==> config.mk <==
export PLATFORM = sky130hd
export DESIGN_NAME = interrupt_controller_flat
export DESIGN_NICKNAME = d
export VERILOG_FILES = /design/src/rtl/interrupt_controller_if.sv /design/src/rtl/interrupt_controller.sv /design/src/flat_wrapper.sv
export SDC_FILE = /design/constraint.sdc
export NUM_CORES = 1
export LEC_CHECK = 0
export ABC_CLOCK_PERIOD_IN_PS = 1600
export BUFFER_PORTS_ARGS = -buffer_cell sky130_fd_sc_hd__buf_2
export CORE_AREA = 2 2 63 110
export CTS_CLUSTER_SIZE = 14
export DETAILED_ROUTE_END_ITERATION = 10
export DIE_AREA = 0 0 65 112
export GPL_TIMING_DRIVEN = 0
export PLACE_DENSITY = 0.58
export SETUP_SLACK_MARGIN = 0.1
export SYNTH_ARGS = -nofsm -noshare
export SYNTH_HDL_FRONTEND = slang
export SYNTH_SLANG_ARGS = --single-unit
==> constraint.sdc <==
create_clock -name clk -period 1.6 [get_ports clk]
set_input_delay 0.32 -clock clk [delete_from_list [all_inputs] [get_ports clk]]
set_output_delay 0.32 -clock clk [all_outputs]
set_load 0.02 [all_outputs]
==> src/rtl/interrupt_controller_if.sv <==
// Bus, source and CPU handshake bundle for the interrupt controller.
`timescale 1ns/1ps
interface interrupt_controller_if;
  logic [7:0] src;
  logic [7:0] din;
  logic [7:0] address;
  logic       w_en;
  logic       r_en;
  logic [7:0] dout;
  logic       irq;
  logic [2:0] irq_vector;
  logic       int_ack;

  modport master (
    output src, din, address, w_en, r_en, int_ack,
    input  dout, irq, irq_vector
  );

  modport slave (
    input  src, din, address, w_en, r_en, int_ack,
    output dout, irq, irq_vector
  );
endinterface

==> src/rtl/interrupt_controller.sv <==
// 8-source edge-capturing interrupt controller with memory-mapped registers
// and a request/acknowledge/end-of-interrupt handshake to the CPU.
`timescale 1ns/1ps
module interrupt_controller #(
  parameter logic [7:0] INT_CTRL_ADDRESS = 8'h10
) (
  input logic             clk,
  input logic             rst,
  interrupt_controller_if.slave bus
);

  localparam int unsigned NSRC = 8;
  localparam int unsigned VW   = 3;

  localparam logic [7:0] ADDR_ENABLE  = INT_CTRL_ADDRESS;
  localparam logic [7:0] ADDR_PENDING = INT_CTRL_ADDRESS + 8'd1;
  localparam logic [7:0] ADDR_CONTROL = INT_CTRL_ADDRESS + 8'd2;
  localparam logic [7:0] ADDR_STATUS  = INT_CTRL_ADDRESS + 8'd3;
  localparam logic [7:0] ADDR_EOI     = INT_CTRL_ADDRESS + 8'd4;
  localparam logic [7:0] ADDR_SWSET   = INT_CTRL_ADDRESS + 8'd5;

  typedef enum logic [1:0] {
    IDLE    = 2'd0,
    REQ     = 2'd1,
    SERVICE = 2'd2
  } state_t;

  state_t          state, state_d;
  logic [NSRC-1:0] src_q, pending, pending_d, enable;
  logic            gie;
  logic            irq, irq_d;
  logic [VW-1:0]   irq_vector, vec_d, sel;
  logic [7:0]      dout, rd_data;

  logic [NSRC-1:0] rise, active, ack_mask, w1c_mask, swset_mask;
  logic            wr_enable, wr_pending, wr_control, wr_eoi, wr_swset;
  logic            ack_take;

  assign wr_enable  = bus.w_en && (bus.address == ADDR_ENABLE);
  assign wr_pending = bus.w_en && (bus.address == ADDR_PENDING);
  assign wr_control = bus.w_en && (bus.address == ADDR_CONTROL);
  assign wr_eoi     = bus.w_en && (bus.address == ADDR_EOI);
  assign wr_swset   = bus.w_en && (bus.address == ADDR_SWSET);

  assign rise   = bus.src & ~src_q;
  assign active = gie ? (pending & enable) : '0;

  // Lowest set bit of active wins
  always_comb begin
    sel = '0;
    for (int i = NSRC - 1; i >= 0; i--) begin
      if (active[i]) sel = VW'(i);
    end
  end

  // Acknowledge clears the serviced bit; new rises and software sets still win
  assign ack_take   = (state == REQ) && bus.int_ack && (active != '0);
  assign ack_mask   = ack_take ? (NSRC'(1) << sel) : '0;
  assign w1c_mask   = (wr_pending ? bus.din : '0) | ack_mask;
  assign swset_mask = wr_swset ? bus.din : '0;
  assign pending_d  = (pending & ~w1c_mask) | rise | swset_mask;

  always_comb begin
    state_d = state;
    irq_d   = irq;
    vec_d   = irq_vector;
    case (state)
      IDLE: begin
        irq_d = 1'b0;
        if (active != '0) begin
          state_d = REQ;
          irq_d   = 1'b1;
          vec_d   = sel;
        end
      end
      REQ: begin
        irq_d = 1'b1;
        vec_d = sel;
        if (ack_take) begin
          state_d = SERVICE;
          irq_d   = 1'b0;
        end else if (active == '0) begin
          state_d = IDLE;
          irq_d   = 1'b0;
          vec_d   = irq_vector;
        end
      end
      SERVICE: begin
        irq_d = 1'b0;
        if (wr_eoi) state_d = IDLE;
      end
      default: begin
        state_d = IDLE;
        irq_d   = 1'b0;
      end
    endcase
  end

  always_comb begin
    rd_data = '0;
    case (bus.address)
      ADDR_ENABLE:  rd_data = enable;
      ADDR_PENDING: rd_data = pending;
      ADDR_CONTROL: rd_data = {7'b0, gie};
      ADDR_STATUS:  rd_data = {irq, 2'b00, irq_vector, state};
      default:      rd_data = '0;
    endcase
  end

  always_ff @(posedge clk) begin
    if (rst) begin
      state      <= IDLE;
      irq        <= 1'b0;
      irq_vector <= '0;
      src_q      <= '0;
      pending    <= '0;
      enable     <= '0;
      gie        <= 1'b0;
      dout       <= '0;
    end else begin
      state      <= state_d;
      irq        <= irq_d;
      irq_vector <= vec_d;
      src_q      <= bus.src;
      pending    <= pending_d;
      if (wr_enable)  enable <= bus.din;
      if (wr_control) gie    <= bus.din[0];
      if (bus.r_en)   dout   <= rd_data;
    end
  end

  assign bus.dout       = dout;
  assign bus.irq        = irq;
  assign bus.irq_vector = irq_vector;

endmodule

==> src/flat_wrapper.sv <==
// flat-port wrapper written by rule: the top's interface ports become plain ports
module interrupt_controller_flat 
#(
  parameter logic [7:0] INT_CTRL_ADDRESS = 8'h10
)
  (clk, rst, bus_src, bus_din, bus_address, bus_w_en, bus_r_en, bus_int_ack, bus_dout, bus_irq, bus_irq_vector);
  interrupt_controller_if bus_i ();
  input logic clk;
  input logic rst;
  input wire logic [$bits(bus_i.src)-1:0] bus_src;
  input wire logic [$bits(bus_i.din)-1:0] bus_din;
  input wire logic [$bits(bus_i.address)-1:0] bus_address;
  input wire logic [$bits(bus_i.w_en)-1:0] bus_w_en;
  input wire logic [$bits(bus_i.r_en)-1:0] bus_r_en;
  input wire logic [$bits(bus_i.int_ack)-1:0] bus_int_ack;
  output wire logic [$bits(bus_i.dout)-1:0] bus_dout;
  output wire logic [$bits(bus_i.irq)-1:0] bus_irq;
  output wire logic [$bits(bus_i.irq_vector)-1:0] bus_irq_vector;
  assign bus_i.src = bus_src;
  assign bus_i.din = bus_din;
  assign bus_i.address = bus_address;
  assign bus_i.w_en = bus_w_en;
  assign bus_i.r_en = bus_r_en;
  assign bus_i.int_ack = bus_int_ack;
  assign bus_dout = bus_i.dout;
  assign bus_irq = bus_i.irq;
  assign bus_irq_vector = bus_i.irq_vector;
  interrupt_controller #(.INT_CTRL_ADDRESS(INT_CTRL_ADDRESS)) u_core (.clk(clk), .rst(rst), .bus(bus_i));
endmodule
==> impl_metrics.toml <==
[hold_path]
hold_path_end = "u_core.src_q[2]$_SDFF_PP0_"
hold_path_class = "in -> reg"
hold_start = "bus_src[2]"
holdPathStages = 2

[worst_setup_path]
critPathLaunchType = "primary input"
worstPathArrival_ps = 1740
worst-r2r-cell-count = 5
r2r-end = "u_core.pending[6]$_SDFF_PP0_"
path_class = "in -> reg"
critPathMaxStageDelay_ps = 590
regToRegStartpoint = "u_core.enable[5]$_SDFFE_PP0P_"
critPathRequiredTime_ps = 1750
path_cells = "buf_6, or4b_4, nor3_4, buf_6, a21boi_2, a311oi_2, a311oi_2"
slowest_stage = "or4b_4"
crit_path_end_kind = "register"
reg2reg_setup_slack_ps = 50
path_max_fanout = 5

[synth]
ys_types = 43
postSynthCellCount = 222
synth_seq_cells = 39
synth_warnings = 0
synth.avg_cell_area_um2 = 8.49
seq_area_frac_synth_pct = 41.4
syn_area_um2 = 1890
syn_nets = 251

[floorplanning]
die_h_um = 112
core_area_um2 = 6390
initial_core_util_pct = 29.5
io_pins = 41
rows = 39
die_width_um = 65
die_area_um2 = 7280

[placement]
finalWeightedCongestion = 0.905
dpl.cell_count = 343
numPortBuffers = 39
dp_hpwl_um = 3890

[finish]
insertedDiodeCount = 0
fin_cells = 362
syn_to_final_growth_pct = 39.2
nNetsFinal = 308
drive_gt1_share_pct = 33.6
final_core_util_pct = 41.0

[clocking]
clkLatencyLatePin_ps = 290
hold_buffers = 0
cts_root_buf = "clkbuf_16"
cts.sinks = 39
cts_buffer_depth = 2
clk_pin_slew_worst_paths_ps = 60
numCtsBuffers = 5
htree_levels = 2
cts_tree = "done"

[timing]
skew_ps = 4.92
rsz0062_at_grt = "yes"
worst_slew_pin_slew_ps = 617
period_share_pct = 99.0
slew_headroom_pct = 58.9
hold_violations = 0
clock.fmax_mhz = 631
finalMaxSlewViolations = 0
fin_crit_ps = 1580
setup_viol_count_final = 0

[grt]
grt_antenna_before_repair = 0
grt_pass1_vias = 1861
grt_max_degree = 13
grt_pass1_wl_um = 8890
grt.overflow.total = 0
track_usage_pct = 15.9

[job]
maxCapViolCount = 0

[routing]
num_vias = 1824
dr.pass1.iters = 4
ant_nets = 0
routed_wl_um = 5300
viasPerCell = 5.04
drc_errors = 0
wl_per_cell_um = 14.6
drt-initial-drc-count = 47

[pwr]
pwr_density_cell_nw_per_um2 = 909
irDropWorstVdd_mv = 0.382
power_leakage_nw = 0.944

[run_status]
status = "finished, final reports clean"
critical path, delay by kind of cell:
kind / cells / cell delay (ps)
AO/OA/AOI/OAI: 3 / 350
AND/OR/NAND/NOR: 2 / 820
buffers and inverters: 2 / 230
per-layer routing:
metal	share of wire, %	up-vias	track usage [%]
li1	-	923	-
met1	37	854	15.5
met2	56	37	29.9
met3	4.0	10	3.23
met4	3.0	0	8.94
met5	0	-	0
timing repair:
action | in CTS | in global routing
gates cloned | 0 | 0
pin swaps | 9 | 13
setup endpoints to repair | 24 | 21
gates resized for setup | 20 | 23
buffers inserted | 8 | 3
stage by stage:
stage / setup TNS (ps) / power [W] / setup WS, ps / area [um^2] / hold WS (ps)
finish: 0 / 0.00238 / 15.5 / 2620 / 251
CTS: 0 / 0.00239 / 49.6 / 2520 / 253
detailed placement: -9040 / 0.00121 / -614 / 2180 / 456
global placement: -8550 / 0.00121 / -609 / 2180 / 454
global route: -280 / 0.00247 / -73.5 / 2620 / 269
floorplan: -929 / 0.00113 / -138 / 1890 / 448
how the worst max path moves through the flow:
stage | startpoint | end | slack, ps | depth (start not counted)
detailed placement | bus_address[5] | u_core.pending[2]$_SDFF_PP0_ | -610 | 6
floorplan | bus_address[5] | u_core.pending[3]$_SDFF_PP0_ | -140 | 6
global placement | bus_address[5] | u_core.pending[2]$_SDFF_PP0_ | -610 | 6
global route | u_core.enable[5]$_SDFFE_PP0P_ | u_core.pending[6]$_SDFF_PP0_ | -70 | 5
CTS | bus_address[6] | u_core.bus.dout[6]$_SDFFE_PP0P_ | 50 | 6
finish | bus_address[5] | u_core.pending[3]$_SDFF_PP0_ | 20 | 7
area by class of cell:
class	instances	area (um^2)
Inverter	3	11.3
Buffer	12	61.3
Multi-Input combinational cell	168	1190
Fill cell	651	3770
Sequential cell	39	782
Clock buffer	6	139
Timing Repair Buffer	50	305
Tap cell	82	103
Clock inverter	2	35.0
logic make-up after synthesis:
logic type / after synthesis / share of synthesized area [%]
compound gates: 65 / 21.4
buf+inv: 15 / 3.25
flops: 39 / 41.4
mux: 10 / 6.10
simple gates: 93 / 27.9
Yosys cell counts, drive strengths merged:
cell type | n | share of area, %
o2bb2ai | 1 | 0.46
o31ai | 1 | 0.40
nand2b | 11 | 3.6
nor3 | 2 | 1.4
dfxtp | 39 | 41
a211o | 1 | 0.46
nor2b | 16 | 5.3
a22o | 1 | 0.46
nor4b | 1 | 0.46
nand3b | 4 | 1.6
o22a | 1 | 0.46
nor2 | 4 | 0.80
buf | 3 | 0.86
nand4b | 1 | 0.46
nor4 | 3 | 1.3
clkbuf | 9 | 1.8
and3 | 1 | 0.33
nand2 | 23 | 4.6
mux2 | 2 | 1.2
or4b | 1 | 0.73
o211ai | 2 | 0.80
inv | 3 | 0.60
nor3b | 2 | 0.80
and2 | 1 | 0.33
mux2i | 7 | 3.7
o21ai | 7 | 1.9
o22ai | 2 | 0.66
a2111oi | 1 | 0.46
mux4 | 1 | 1.2
a21oi | 31 | 8.2
a22oi | 3 | 1.2
a211oi | 4 | 1.6
a32oi | 2 | 0.93
o41ai | 2 | 0.93
a311oi | 2 | 0.93
nand3 | 23 | 6.1
a21boi | 3 | 1.2
a31oi | 1 | 0.33
placed cells by master (no fill, tap or decap), drive strengths merged, types with 2 or more instances in the layout:
master  instances
a211oi          4
a21boi          3
a21oi          31
a22oi           3
a311oi          2
a32oi           2
buf            53
clkbuf         15
dfxtp          39
inv             3
mux2            2
mux2i           7
nand2          23
nand2b         11
nand3          23
nand3b          4
nor2            4
nor2b          16
nor3            2
nor3b           2
nor4            3
o211ai          2
o21ai           7
o22ai           2
o41ai           2
where the power goes:
| group | total (W) | switching (W) | leakage, nW | internal [W] |
|---|---|---|---|---|
| sequential | 0.00103 | 0.0000257 | 0.319 | 0.000999 |
| clock | 0.00117 | 0.000395 | 0.0868 | 0.000775 |
| combinational | 0.000190 | 0.000103 | 0.538 | 0.0000868 |
| total | 0.00238 | 0.000523 | 0.944 | 0.00186 |
registers in the layout, indices dropped and copies added, names as in the netlist:
| register | flops |
|---|---|
| u_core.enable | 8 |
| u_core.bus.irq_vector | 3 |
| u_core.state | 2 |
| u_core.gie | 1 |
| u_core.bus.irq | 1 |
| u_core.src_q | 8 |
| u_core.bus.dout | 8 |
| u_core.pending | 8 |
Note: power is estimated with default switching activity, not from simulation.
